===== config.mk =====
export PLATFORM = sky130hd
export DESIGN_NAME = push_pull_seq_flat
export DESIGN_NICKNAME = d
export VERILOG_FILES = /design/src/rtl/push_pull_seq_pkg.sv /design/src/rtl/push_pull_seq_if.sv /design/src/rtl/push_pull_seq_pick.sv /design/src/rtl/push_pull_seq.sv /design/src/flat_wrapper.sv
export SDC_FILE = /design/constraint.sdc
export NUM_CORES = 1
export LEC_CHECK = 0
export CORE_ASPECT_RATIO = 0.8
export CORE_MARGIN = 2
export CORE_UTILIZATION = 46
export DETAILED_ROUTE_END_ITERATION = 7
export PLACE_DENSITY_LB_ADDON = 0.15
export SLEW_MARGIN = 25
export SYNTH_ARGS = -nofsm -noshare
export SYNTH_HDL_FRONTEND = slang
export SYNTH_SLANG_ARGS = --single-unit

===== constraint.sdc =====
create_clock -name cpu_clk -period 3 [get_ports cpu_clk]
set_clock_uncertainty 0.2 [all_clocks]
set_input_delay 0.6 -clock cpu_clk [delete_from_list [all_inputs] [get_ports cpu_clk]]
set_output_delay 0.6 -clock cpu_clk [all_outputs]
set_load 0.03 [all_outputs]

===== src/rtl/push_pull_seq_pkg.sv =====
// Shared register codes, mask-bit positions and FSM states for the 6809 stack sequencer.
// No logic beyond a small bit-index to register-code lookup.
package push_pull_seq_pkg;

    localparam logic [3:0] RN_D  = 4'd0;
    localparam logic [3:0] RN_X  = 4'd1;
    localparam logic [3:0] RN_Y  = 4'd2;
    localparam logic [3:0] RN_U  = 4'd3;
    localparam logic [3:0] RN_S  = 4'd4;
    localparam logic [3:0] RN_PC = 4'd5;
    localparam logic [3:0] RN_A  = 4'd8;
    localparam logic [3:0] RN_B  = 4'd9;
    localparam logic [3:0] RN_CC = 4'd10;
    localparam logic [3:0] RN_DP = 4'd11;

    localparam int PP_CC = 0;
    localparam int PP_A  = 1;
    localparam int PP_B  = 2;
    localparam int PP_DP = 3;
    localparam int PP_X  = 4;
    localparam int PP_Y  = 5;
    localparam int PP_US = 6;
    localparam int PP_PC = 7;

    typedef enum logic [1:0] {
        PPS_IDLE   = 2'd0,
        PPS_XFER   = 2'd1,
        PPS_FINISH = 2'd2
    } pps_state_t;

    // Bit 6 names the "other" stack: U when pushing/pulling S, S when on U.
    function automatic logic [3:0] pp_rn(input logic [2:0] idx, input logic use_s);
        logic [3:0] rn;
        case (idx)
            3'd7:    rn = RN_PC;
            3'd6:    rn = use_s ? RN_U : RN_S;
            3'd5:    rn = RN_Y;
            3'd4:    rn = RN_X;
            3'd3:    rn = RN_DP;
            3'd2:    rn = RN_B;
            3'd1:    rn = RN_A;
            default: rn = RN_CC;
        endcase
        return rn;
    endfunction

endpackage


===== src/rtl/push_pull_seq_if.sv =====
// Byte-wide memory request bus driven by the stack sequencer.
// mem_ack completes a byte in the cycle it is seen; request fields hold until then.
interface push_pull_seq_if;
    logic        mem_req;
    logic        mem_we;
    logic [15:0] mem_addr;
    logic [7:0]  mem_wdata;
    logic [7:0]  mem_rdata;
    logic        mem_ack;

    modport master (output mem_req, mem_we, mem_addr, mem_wdata,
                    input  mem_rdata, mem_ack);
    modport slave  (input  mem_req, mem_we, mem_addr, mem_wdata,
                    output mem_rdata, mem_ack);
endinterface


===== src/rtl/push_pull_seq_pick.sv =====
// Priority encoder over the remaining mask: highest bit for push, lowest for pull.
// Purely combinational; no backpressure.
module pp_pick
    import push_pull_seq_pkg::*;
(
    input  logic [7:0] mask,
    input  logic       pull,
    input  logic       use_s,
    output logic [2:0] idx,
    output logic [3:0] rn,
    output logic       wide
);

    always_comb begin
        idx = 3'd0;
        if (pull) begin
            for (int i = 7; i >= 0; i--) begin
                if (mask[i]) idx = 3'(i);
            end
        end else begin
            for (int i = 0; i < 8; i++) begin
                if (mask[i]) idx = 3'(i);
            end
        end
        rn   = pp_rn(idx, use_s);
        wide = idx[2];
    end

endmodule


===== src/rtl/push_pull_seq.sv =====
// 6809 PSHS/PSHU/PULS/PULU sequencer: one byte per acked cycle, done one cycle after the last ack.
// Stalls on mem_ack low with the request held; start is ignored while busy.
module push_pull_seq
    import push_pull_seq_pkg::*;
(
    input  logic                  cpu_clk,
    input  logic                  cpu_reset,
    input  logic                  start,
    input  logic                  is_pull,
    input  logic                  use_s,
    input  logic [7:0]            regmask,
    input  logic [15:0]           sp_in,
    output logic [3:0]            reg_sel,
    input  logic [15:0]           reg_rdata,
    output logic                  reg_we,
    output logic [3:0]            reg_waddr,
    output logic [15:0]           reg_wdata,
    push_pull_seq_if.master       bus,
    output logic                  sp_we,
    output logic [15:0]           sp_wdata,
    output logic                  busy,
    output logic                  done
);

    pps_state_t  state, next_state;
    logic [15:0] ptr;
    logic [7:0]  mask;
    logic        pull_q;
    logic        use_s_q;
    logic        phase;
    logic [7:0]  hi_q;

    logic [2:0]  pk_idx;
    logic [3:0]  pk_rn;
    logic        pk_wide;
    logic        ack;
    logic        last_byte;
    logic [7:0]  mask_nxt;

    pp_pick u_pick (
        .mask  (mask),
        .pull  (pull_q),
        .use_s (use_s_q),
        .idx   (pk_idx),
        .rn    (pk_rn),
        .wide  (pk_wide)
    );

    assign ack       = (state == PPS_XFER) && bus.mem_ack;
    assign last_byte = !pk_wide || phase;
    assign mask_nxt  = mask & ~(8'b1 << pk_idx);

    always_ff @(posedge cpu_clk or posedge cpu_reset) begin
        if (cpu_reset) state <= PPS_IDLE;
        else           state <= next_state;
    end

    always_comb begin
        next_state    = state;
        bus.mem_req   = 1'b0;
        bus.mem_we    = 1'b0;
        bus.mem_addr  = 16'h0000;
        bus.mem_wdata = 8'h00;
        reg_sel       = 4'd0;
        sp_we         = 1'b0;
        sp_wdata      = 16'h0000;
        busy          = 1'b0;
        done          = 1'b0;
        case (state)
            PPS_IDLE: begin
                if (start) next_state = (regmask != 8'h00) ? PPS_XFER : PPS_FINISH;
            end
            PPS_XFER: begin
                busy         = 1'b1;
                bus.mem_req  = 1'b1;
                bus.mem_we   = !pull_q;
                bus.mem_addr = pull_q ? ptr : ptr - 16'd1;
                if (!pull_q) begin
                    reg_sel       = pk_rn;
                    // 16-bit pushes go low byte first, high byte second
                    bus.mem_wdata = (pk_wide && phase) ? reg_rdata[15:8] : reg_rdata[7:0];
                end
                if (bus.mem_ack && last_byte && (mask_nxt == 8'h00)) next_state = PPS_FINISH;
            end
            PPS_FINISH: begin
                busy       = 1'b1;
                done       = 1'b1;
                sp_we      = 1'b1;
                sp_wdata   = ptr;
                next_state = PPS_IDLE;
            end
            default: next_state = PPS_IDLE;
        endcase
    end

    always_ff @(posedge cpu_clk or posedge cpu_reset) begin
        if (cpu_reset) begin
            ptr       <= 16'h0000;
            mask      <= 8'h00;
            pull_q    <= 1'b0;
            use_s_q   <= 1'b0;
            phase     <= 1'b0;
            hi_q      <= 8'h00;
            reg_we    <= 1'b0;
            reg_waddr <= 4'd0;
            reg_wdata <= 16'h0000;
        end else begin
            reg_we    <= 1'b0;
            reg_waddr <= 4'd0;
            reg_wdata <= 16'h0000;
            if (state == PPS_IDLE && start) begin
                ptr     <= sp_in;
                mask    <= regmask;
                pull_q  <= is_pull;
                use_s_q <= use_s;
                phase   <= 1'b0;
            end else if (ack) begin
                ptr <= pull_q ? ptr + 16'd1 : ptr - 16'd1;
                if (last_byte) begin
                    mask  <= mask_nxt;
                    phase <= 1'b0;
                end else begin
                    phase <= 1'b1;
                end
                // Pulled 16-bit values arrive high byte first
                if (pull_q) begin
                    if (!last_byte) hi_q <= bus.mem_rdata;
                    if (last_byte) begin
                        reg_we    <= 1'b1;
                        reg_waddr <= pk_rn;
                        reg_wdata <= pk_wide ? {hi_q, bus.mem_rdata} : {8'h00, bus.mem_rdata};
                    end
                end
            end
        end
    end

endmodule


===== src/flat_wrapper.sv =====
// flat-port wrapper written by rule: the top's interface ports become plain ports
module push_pull_seq_flat import push_pull_seq_pkg::*;
  (cpu_clk, cpu_reset, start, is_pull, use_s, regmask, sp_in, reg_sel, reg_rdata, reg_we, reg_waddr, reg_wdata, sp_we, sp_wdata, busy, done, bus_mem_req, bus_mem_we, bus_mem_addr, bus_mem_wdata, bus_mem_rdata, bus_mem_ack);
  push_pull_seq_if bus_i ();
  input  logic cpu_clk;
  input  logic cpu_reset;
  input  logic start;
  input  logic is_pull;
  input  logic use_s;
  input  logic [7:0] regmask;
  input  logic [15:0] sp_in;
  output logic [3:0] reg_sel;
  input  logic [15:0] reg_rdata;
  output logic reg_we;
  output logic [3:0] reg_waddr;
  output logic [15:0] reg_wdata;
  output logic sp_we;
  output logic [15:0] sp_wdata;
  output logic busy;
  output logic done;
  output wire logic [$bits(bus_i.mem_req)-1:0] bus_mem_req;
  output wire logic [$bits(bus_i.mem_we)-1:0] bus_mem_we;
  output wire logic [$bits(bus_i.mem_addr)-1:0] bus_mem_addr;
  output wire logic [$bits(bus_i.mem_wdata)-1:0] bus_mem_wdata;
  input wire logic [$bits(bus_i.mem_rdata)-1:0] bus_mem_rdata;
  input wire logic [$bits(bus_i.mem_ack)-1:0] bus_mem_ack;
  assign bus_mem_req = bus_i.mem_req;
  assign bus_mem_we = bus_i.mem_we;
  assign bus_mem_addr = bus_i.mem_addr;
  assign bus_mem_wdata = bus_i.mem_wdata;
  assign bus_i.mem_rdata = bus_mem_rdata;
  assign bus_i.mem_ack = bus_mem_ack;
  push_pull_seq u_core (.cpu_clk(cpu_clk), .cpu_reset(cpu_reset), .start(start), .is_pull(is_pull), .use_s(use_s), .regmask(regmask), .sp_in(sp_in), .reg_sel(reg_sel), .reg_rdata(reg_rdata), .reg_we(reg_we), .reg_waddr(reg_waddr), .reg_wdata(reg_wdata), .bus(bus_i), .sp_we(sp_we), .sp_wdata(sp_wdata), .busy(busy), .done(done));
endmodule

# After elaboration in Yosys (flattened, before gate mapping)
# Cells that the tools add are included.
# op_classes
bitwise_logic	4
add_sub_neg	2
eq_ne	11
mux	56
reduce_logical	17
shifts	1
# ops
operator	count
two-way mux 16 bit	11
two-way mux 3 bit	16
two-way mux 8 bit	6
case mux 4 bit (7 select lines)	1
two-way mux 4 bit	6
adder 16 x 1 -> 16 bit, second input constant	1
subtractor 16 x 1 -> 16 bit, second input constant	1
equality test 3 bit, second input constant	4
two-way mux 1 bit	12
bitwise AND 8 bit	1
zero test 8 bit	1
inverter 8 bit	1
nonzero test 8 bit	1
<< shifter 1 x 3 -> 8 bit, first input constant	1
equality test 3 x 2 -> 1 bit, second input constant	2
two-way mux 2 bit	3
logical AND 1 bit	5
!= test 2 bit, second input constant	2
case mux 2 bit (2 select lines)	1
AND reduction 2 bit	2
AND reduction 4 bit	1
nonzero test 2 bit	2
equality test 3 x 1 -> 1 bit, second input constant	1
equality test 2 x 1 -> 1 bit, second input constant	1
other kinds (6)	8
# totals
word_cells	101
regBits	58
output_inout_bits	70
in_bits	54

# Logic depth before layout (Yosys ltp)
# Gate-level depths: netlist (run 1).
# logic_depth
ltp_word	16
ltp_mapped	9

# Modules after synthesis
# From an unflattened synthesis (run 1), not the netlist that was laid out.
# hier_totals
hier_cells	443
area_unflattened_um2	3727.3
# modules_own_cells
mod	cells_each	area_each_um2	instances
push_pull_seq	406	3495.9	1
pp_pick	37	231.5	1

# Worst setup path before layout (run 1)
# OpenSTA, ideal clock, no wires.
# synth_timing
kind	register -> output
startpoint	reg u_core.ptr[0]
endpoint	out bus_mem_addr[12]
required_ps	2200
arrival_ps	2186
stages_incl_launch_ff	9
setup_slack_ps	14
path_cell_list	dfrtp_1 -> inv_1 -> ha_1 -> nor3b_1 -> nand3_1 -> or3_1 -> nor3_2 -> xnor2_1 -> nor2_1
# synth_via
elab_chain_cells	3
# synth_rtl
element	line	source
start: declaration	push_pull_seq.sv:26	logic [15:0] ptr;
start signal: assignment	push_pull_seq.sv:112	ptr <= sp_in;
start signal: assignment	push_pull_seq.sv:118	ptr <= pull_q ? ptr + 16'd1 : ptr - 16'd1;
subtractor 16 x 1 -> 16 bit	push_pull_seq.sv:77	bus.mem_addr = pull_q ? ptr : ptr - 16'd1;
two-way mux 16 bit	push_pull_seq.sv:77	
two-way mux 16 bit	push_pull_seq.sv:69	case (state)
end: declaration	flat_wrapper.sv:23	output wire logic [$bits(bus_i.mem_addr)-1:0] bus_mem_addr;
# No other way between the ends.

# Worst setup path in the final report (run 1)
# Ends and elaborated chain as after synthesis.

==> results.cfg, run 1 <==
[status]
outcome = complete, but fails checks
violations = setup timing

[synth]
ys_seq_elements = 58
syn_nets = 484
synth.avg_cell_area_sq_um = 8.42
synth_edf_count = 0
ys_warn_count = 0
synthCells = 423
synth_top_area_share = 0.408
ys_types = 58
synth-main-ff-cell = dfrtp_1
ys_seq_area_frac = 0.408
syn_area_sq_um = 3560
async_reset_ff_frac = 1.00
synth_area_leaders = dfrtp_1 41%, and2_1 6.3%, nand2_1 6.2%
synth_top_cell_by_area = dfrtp_1

[worst_setup_path]
r2r_end = u_core.hi_q[1]
reg2reg_slack_ns = 0.48
reg2regPathDepth = 7
path_class = reg2out
cpPeakStageDelay_ns = 0.39
crit_fanout = 4
r2r_start = u_core.state[1]
cp.required_ns = 2.20
cp-end-kind = primary output
critPathLaunchType = flop
critPathTopFamily = simple AND/OR/NAND/NOR gates
crit_chain = inv_2, ha_1, nor3b_4, nand3_1, or3_4, nor3_4, xnor2_1, nor2_1, buf_4
cp.arrival_ns = 2.24
cp_slowest_cell = dfrtp_1
critical_path_buf_inv_count = 2

[job]
drv_cap = 0

[timing]
finalCriticalPeriod_ns = 3.04
hold_viol = 0
timing.final.ws_setup_ns = -0.0365
period_share = 1.01
setup_viol_count_final = 2
rsz0062_at_grt = true
max_slew_margin = 0.502
worst_pin_slew_ns = 0.746
slew_violations = 0
hold_slack_ns = 0.278
fmax_mhz = 329

[clocking]
cts_tree = built
clockBufferDepth = 2
insertion_delay_ns = 0.34
cts.sinks = 58
clkTransAtPathRegs_ns = 0.08
h-tree-depth = 3
ctsHoldBuffers = 0
ctsRootBufferMaster = clkbuf_8
cts_buffers = 9

[layout]
nFillCells = 593
area_delta_synth_final_pct = 51.7
drive_gt1_frac = 0.193
nets = 635
post-route-cell-area_sq_um = 5400
diodes = 0

[global_route]
antenna_found_initial = 0
gr-total-overflow = 0
grt_start_max_net_pins = 36
grt_pass1_vias = 3405
grt_pass1_wl_microns = 16100
track_usage = 0.246

[die]
core-area_sq_um = 7460
die_area_sq_um = 8460
die_w_microns = 102
fp-row-count = 28
initial_core_util = 0.477
die_h_microns = 82.7
boundaryPins = 124

[min_path]
worstHoldPathCells = 1
hold_path.class = reg2reg
holdPathEnd = u_core.reg_wdata[10]
hp-start = u_core.hi_q[2]

[routing]
first_pass_iters = 5
wl_per_cell_microns = 15.0
drt-vias-per-instance = 5.27
drtIter0Drc = 238
postRouteAntennaNets = 0
drc = 0
wl_microns = 10200
vias = 3603

[pwr]
pwr_density_cell_nw_per_um2 = 1010
intPower_w = 0.00294
p_comb_frac = 0.605
p_leak_nw = 2.39
p_seq_frac = 0.244
report.power.total_w = 0.00548
power.share.clock = 0.151
p_sw_w = 0.00253
swShare = 0.462
irDropWorstVdd_mv = 0.595

[place]
io_buffers = 123
place_area_sq_um = 5030
gp_congestion = 0.928
hpwlAfterDp_microns = 7500
-- routing by layer --
layer / global-route usage / vias up / wire, microns
li1: - / 1738 / -
met5: 0 / - / 0
met3: 0.0623 / 15 / 763
met1: 0.345 / 1689 / 4780
met2: 0.380 / 161 / 4560
met4: 0.0667 / 0 / 127
-- flip-flops by register name (all words and copies together) (netlist names) --
register	count
u_core.reg_we	1
u_core.pull_q	1
u_core.state	2
u_core.reg_waddr	4
u_core.ptr	16
u_core.mask	8
u_core.phase	1
u_core.hi_q	8
u_core.reg_wdata	16
u_core.use_s_q	1
-- worst reg2reg max path, stage by stage, from the launching register on --
cell     delay, ns
dfrtp_1       0.40
inv_1         0.08
ha_1          0.27
buf_4         0.18
and2_1        0.15
nand3_1       0.16
or3_1         0.57
mux2_1        0.39
-- repair_timing --
item                                   in CTS  in global routing
setup endpoints to repair                  20                 14
endpoints found under the hold margin       0                  0
pin swaps                                   3                  6
gates resized for setup                    49                 13
buffers inserted                            5                  3
-- cells in the mapped netlist (2+ instances only) --
cell and n:
and2_1 36, nand2b_1 2, nor4_1 3, and4_1 2
ha_1 7, nor3_1 10, nor4_2 2, clkbuf_1 19
o21ai_1 9, dfrtp_1 58, nor2b_1 5, nand2_1 59
or3_1 2, xor2_1 10, nand3_1 4, o31a_1 2
buf_2 3, nor2_1 51, buf_6 2, a21oi_1 35
and3_1 6, inv_1 13, o311ai_0 3, xnor2_1 17
or2_1 3, o21ai_0 20, mux2_1 8, nor3_2 2
-- power by group through the flow --
| stage | sequential [W] | clock [W] | combinational, W |
|---|---|---|---|
| finish | 0.00134 | 0.000828 | 0.00331 |
| global route | 0.00138 | 0.000877 | 0.00356 |
| CTS | 0.00133 | 0.000837 | 0.00320 |
| detailed placement | 0.00134 | 0 | 0.00305 |
| global placement | 0.00132 | 0 | 0.00300 |
| floorplan | 0.00124 | 0 | 0.00200 |
-- area by class of cell --
class	instances	area, sq um	share of cell area
Multi-Input combinational cell	326	2040	0.378
Sequential cell	58	1450	0.269
Timing Repair Buffer	165	1490	0.276
Inverter	14	53.8	0.00996
Clock inverter	7	103	0.0190
Tap cell	105	131	0.0243
Clock buffer	9	124	0.0229
-- placed cells by master (no fill, tap or decap), types with 3 or more instances in the layout --
cell,n
and2_1,36
nor4_1,3
mux2_1,8
and3_1,6
ha_1,7
a21oi_1,34
nor2b_1,5
o311ai_0,3
nor3_1,8
o21ai_0,18
buf_2,6
inv_1,11
clkbuf_8,9
nand3_1,4
dfrtp_1,57
clkdlybuf4s50_1,96
nor2_1,48
o21ai_1,9
clkinv_4,3
nand2_1,57
xnor2_1,17
xor2_1,10
buf_4,58
dlymetal6s2s_1,3
-- how the worst max path moves through the flow --
stage,startpoint,to,depth (start not counted)
2_1_floorplan,u_core.ptr[0],bus_mem_addr[12],8
3_3_place_gp,u_core.mask[3],bus_mem_wdata[6],6
3_5_place_dp,u_core.mask[3],bus_mem_wdata[6],6
4_1_cts,u_core.ptr[0],bus_mem_addr[15],8
5_1_grt,u_core.ptr[0],bus_mem_addr[13],8
6_report,u_core.ptr[0],bus_mem_addr[12],9
-- metrics by stage --
stage	TNS (ns)	setup slack (ns)	utilization	std cells
2_1_floorplan	0	0.0144	-	423
3_3_place_gp	0	0.0240	0.674	660
3_5_place_dp	-0.00955	-0.00955	0.674	660
4_1_cts	0	0.000673	0.717	681
5_1_grt	-0.746	-0.148	0.724	684
6_report	-0.0375	-0.0365	0.724	684
-- cells by family (layout without fill, tap and decap cells) --
logic type | Yosys count | after routing | synth area share
AO/OA/AOI/OAI | 88 | 88 | 0.150
adder cells (fa/ha/maj) | 7 | 7 | 0.0246
flip-flops | 58 | 58 | 0.408
XOR/XNOR | 27 | 27 | 0.0664
multiplexers | 8 | 8 | 0.0253
buffers and inverters | 39 | 195 | 0.0475
AND/OR/NAND/NOR | 196 | 196 | 0.278
No activity file was read; power rests on OpenSTA's default activity.
==> run 2, diff against run 1 <==
--- a/config.mk
+++ b/config.mk
@@ -5,6 +5,7 @@
 export SDC_FILE = /design/constraint.sdc
 export NUM_CORES = 1
 export LEC_CHECK = 0
+export ABC_CLOCK_PERIOD_IN_PS = 3000
 export CORE_ASPECT_RATIO = 0.8
 export CORE_MARGIN = 2
 export CORE_UTILIZATION = 46
@@ -14,3 +15,4 @@
 export SYNTH_ARGS = -nofsm -noshare
 export SYNTH_HDL_FRONTEND = slang
 export SYNTH_SLANG_ARGS = --single-unit
+export TNS_END_PERCENT = 10
==> run 2 against run 1 <==
Against the previous run: the run still ends with setup timing left; core utilization decreased by 0.37 points; via count up 0.50%; register-to-register slack lost 0.02 ns; non-clock buffer count shrank 3; design area shrank 0.51%.
==> results.cfg, run 2 (synthesis gave the netlist of run 1 again) <==
[timing]
rsz0062_at_grt = true
setup_viol_count_final = 3
timing.final.ws_setup_ns = -0.0367
fmax_mhz = 329
hold_slack_ns = 0.279
finalCriticalPeriod_ns = 3.04
max_slew_margin = 0.502
period_share = 1.01
hold_viol = 0
worst_pin_slew_ns = 0.746
slew_violations = 0

[clocking]
ctsHoldBuffers = 0
clockBufferDepth = 2
h-tree-depth = 3
cts_tree = built
ctsRootBufferMaster = clkbuf_8
cts_buffers = 9
insertion_delay_ns = 0.33
cts.sinks = 58
clkTransAtPathRegs_ns = 0.08

[place]
dp.cells = 660
pre_cts_ws_ns = -0.00955
hpwlAfterDp_microns = 7500
gp_congestion = 0.928
io_buffers = 123

[layout]
regArea_sq_um = 1450
final_common_cell = clkdlybuf4s50_1
top_regs = u_core.ptr (16), u_core.reg_wdata (16)
area_delta_synth_final_pct = 50.9
diodes = 0
final_cells = 681
nets = 632
layout_common_cells = 96 x clkdlybuf4s50_1, 57 x nand2_1, 57 x dfrtp_1, 55 x buf_4, 49 x nor2_1
drive_gt1_frac = 0.186
multi_input_area_sq_um = 2040
nFillCells = 595

[worst_setup_path]
critical_path_buf_inv_count = 2
crit_chain = inv_1, ha_1, nor3b_4, nand3_2, or3_4, nor3_4, xnor2_1, nor2_1, buf_4
cp.required_ns = 2.20
cp_slowest_cell = or3_4
reg2regPathDepth = 7
crit_cells = 9
critPathTopFamily = simple AND/OR/NAND/NOR gates
path_class = reg2out
cpPeakStageDelay_ns = 0.39
cp-end-kind = primary output
critPathLaunchType = flop
reg2reg_slack_ns = 0.46
crit_fanout = 4
cp.arrival_ns = 2.24

[global_route]
gr-total-overflow = 0
grt_start_max_net_pins = 36
grt_pass1_wl_microns = 15900
track_usage = 0.243
grt_pass1_vias = 3366
antenna_found_initial = 0

[die]
fp-row-count = 28
boundaryPins = 124
die_w_microns = 102
core-area_sq_um = 7460
die_h_microns = 82.7
die_area_sq_um = 8460
initial_core_util = 0.477

[routing]
drtIter0Drc = 211
vias = 3621
wl_per_cell_microns = 14.9
drt-vias-per-instance = 5.32
postRouteAntennaNets = 0
drc = 0
first_pass_iters = 5
wl_microns = 10200

[status]
violations = setup timing
outcome = complete, but fails checks

[pwr]
pwr_density_cell_nw_per_um2 = 1010
p_leak_nw = 2.38
irDropWorstVdd_mv = 0.593

[min_path]
worstHoldPathCells = 1
hold_path.class = reg2reg

[job]
drv_cap = 0
## run 2: cell count changes in the layout (fill, tap and decap cells not counted), sizes merged
cell  previous run  this run
buf             65        62
## run 2: path summary, 6_finish.rpt
kind	start	end
setup / recovery	u_core.ptr[0]	bus_mem_addr[12]
hold / removal	u_core.hi_q[2]	u_core.reg_wdata[10]
setup reg to reg	u_core.state[1]	u_core.hi_q[1]
hold reg to reg	u_core.hi_q[2]	u_core.reg_wdata[10]
max in group asynchronous	cpu_reset	u_core.pull_q
min in group asynchronous	cpu_reset	u_core.reg_wdata[14]
## run 2: final cells by class
type                    count  share of cell area
well taps                 105              0.0245
flip-flops and latches     58               0.270
clock inverters             7              0.0191
repair buffers            162               0.274
multi-input cells         326               0.379
clock buffers               9              0.0231
inverters                  14              0.0100
## run 2: routing by layer
layer	routed length (microns)	GRT usage	up-vias	share of wire
met2	4610	0.374	163	0.45
met4	99	0.0680	0	0.0097
li1	-	-	1740	-
met5	0	0	-	0
met1	4750	0.342	1706	0.47
met3	707	0.0623	12	0.070
## run 2: stage by stage
step                TNS [ns]   util  total power (W)  area, sq um
floorplan                  0      -          0.00324         3560
global placement           0  0.674          0.00432         5030
detailed placement  -0.00955  0.674          0.00438         5030
CTS                   -0.192  0.710          0.00529         5300
global route          -0.824  0.720          0.00575         5370
finish               -0.0439  0.720          0.00541         5370
## run 2: report_power, final
part	switching, W	total (W)	internal (W)
registers	0.000312	0.00134	0.00103
clock network	0.000352	0.000826	0.000475
logic	0.00185	0.00324	0.00140
total	0.00251	0.00541	0.00290
## run 2: repair_timing
| action | 4_1_cts | 5_1_grt |
|---|---|---|
| setup buffers | 4 | 1 |
| setup endpoints to repair | 20 | 15 |
| gates resized for setup | 37 | 22 |
| pin swaps | 1 | 4 |
==> variant, RTL diff (flow settings as in run 1) <==
Make the reset (`cpu_reset`) synchronous in 2 clocked blocks.
--- a/src/rtl/push_pull_seq.sv
+++ b/src/rtl/push_pull_seq.sv
@@ -51,5 +51,5 @@
     assign mask_nxt  = mask & ~(8'b1 << pk_idx);
 
-    always_ff @(posedge cpu_clk or posedge cpu_reset) begin
+    always_ff @(posedge cpu_clk) begin
         if (cpu_reset) state <= PPS_IDLE;
         else           state <= next_state;
@@ -94,5 +94,5 @@
     end
 
-    always_ff @(posedge cpu_clk or posedge cpu_reset) begin
+    always_ff @(posedge cpu_clk) begin
         if (cpu_reset) begin
             ptr       <= 16'h0000;
Function: differs if cpu_reset is asserted again (counterexample within 4 cycles, from zero or initial values and one cycle with cpu_reset high); with cpu_reset held inactive, the same outputs for 4 cycles.
==> variant against run 1 <==
The flow still finishes with violations (setup timing). Routed wire length rose by 11%. Setup slack got worse by 0.27 ns. Final area grew 1.5%. Count of clock-buffer cells in the layout unchanged. Sequential cell count is the same. Total power is 11% lower. Via count increased by 9.4%. Final cell count is 2.2% higher. Synthesized area fell by 3.2%. Register-to-register slack worse by 0.30 ns. Core utilization increased by 2.5 points.
==> variant: results (changes against run 1) <==
holdWs_ns: 0.2496  # -0.02838 ns
drtPass1Iterations: 6  # +1
cp_slowest_cell: "or4_4"
violations: "setup timing"
synth_ff_type: "dfxtp_1"
min_to: "u_core.reg_wdata[14]$_SDFF_PP0_"
ys_seq_area_share_pct: 33.70  # -7.1 points
drt_iter0_drc: 380  # +60%
switching_share_pct: 44.13  # -2.1 points
r2r_start: "u_core.pull_q$_SDFFE_PP0P_"
reg2reg_slack_ns: 0.18  # -0.30 ns
track_usage_pct: 26.16  # +1.5 points
vias: 3943  # +9.4%
grt_pass1_wl_mm: 16.79  # +4.2%
syn_nets: 509  # +5.2%
leakage_nw: 2.248  # -6.0%
place_congestion: 0.9367  # +0.94%
yosysUniqueCellTypes: 53  # -8.6%
fill_cells: 572  # -3.5%
hpwlAfterDp_mm: 7.812  # +4.1%
drive_gt1_share_pct: 23.65  # +4.3 points
setup_slack_ns: -0.3065  # -0.2700 ns
grt_max_degree: 35  # -2.8%
r2r_end: "u_core.hi_q[1]$_SDFFE_PP0P_"
status: "finished with violations"
hp-start: "u_core.hi_q[6]$_SDFFE_PP0P_"
setup_viol: 7  # +5
-- variant: layout make-up --
| class | instances | area, sq um | area share (%) |
|---|---|---|---|
| multi-input combinational | 348 | 2290 | 41.77 |
| timing repair buffer | 178 | 1625 | 29.65 |
| sequential | 58 | 1171 | 21.36 |
| clock inverter | 7 | 125.1 | 2.283 |
| clock buffer | 9 | 123.9 | 2.260 |
| tap | 90 | 112.6 | 2.054 |
| inverter | 9 | 33.78 | 0.6163 |
-- variant: logic make-up after synthesis --
kind of cell             synth area share (%)
AND/OR/NAND/NOR                         30.50
AO/OA/AOI/OAI                           19.21
flip-flops                              33.70
buffers and inverters                   5.047
XOR/XNOR                                6.100
multiplexers                            2.905
adder cells (fa/ha/maj)                 2.542
-- variant: timing repair --
action / CTS / global route
pin swaps: 10 / 9
hold buffers: 0 / 0
setup buffers: 10 / 8
resized for setup: 42 / 33
endpoints found under the setup margin: 15 / 39
-- variant: power by group through the flow --
stage | registers (mW) | clock network (mW) | logic, mW
6_report | 1.05 | 0.908 | 2.91
5_1_grt | 1.06 | 0.946 | 3.11
4_1_cts | 1.02 | 0.920 | 2.71
3_5_place_dp | 1.03 | 0 | 2.50
3_3_place_gp | 1.02 | 0 | 2.47
2_1_floorplan | 0.981 | 0 | 1.64
-- variant: worst max path at each step --
stage                                from                to  slack (ns)
2_1_floorplan  u_core.ptr[6]$_SDFFE_PP0P_  bus_mem_addr[13]       -0.04
3_3_place_gp   u_core.ptr[5]$_SDFFE_PP0P_  bus_mem_addr[15]        0.08
3_5_place_dp   u_core.pull_q$_SDFFE_PP0P_  bus_mem_addr[12]       -0.03
4_1_cts        u_core.ptr[5]$_SDFFE_PP0P_  bus_mem_addr[15]       -0.35
5_1_grt        u_core.ptr[5]$_SDFFE_PP0P_  bus_mem_addr[15]       -0.38
6_report       u_core.ptr[5]$_SDFFE_PP0P_  bus_mem_addr[15]       -0.31
-- variant: worst reg2reg max path, delay by kind of cell (launching register included) --
family | cells | cell delay, ns
and+or+nand+nor | 3 | 0.91
AOI/OAI and AO/OA | 1 | 0.06
buffers and inverters | 6 | 0.89
muxes | 1 | 0.28
DFF | 1 | 0.37
-- variant: layer usage --
metal	wire length, um	up-vias	part of all wire (%)	track usage [%]
met5	0	-	0	0
met4	150	0	1.3	7.671
met3	953	18	8.4	5.447
met2	5138	215	45	39.20
met1	5159	1834	45	37.87
li1	-	1876	-	-
-- variant: per-stage QoR --
stage          setup slack, ns  utilization (%)  std cells  TNS [ns]
2_1_floorplan         -0.03687                -        448  -0.03687
3_3_place_gp           0.07763            66.66        666         0
3_5_place_dp          -0.02659            66.66        666  -0.02659
4_1_cts                -0.3463            72.97        692    -1.434
5_1_grt                -0.3831            74.86        699    -1.978
6_report               -0.3065            74.86        699    -1.419
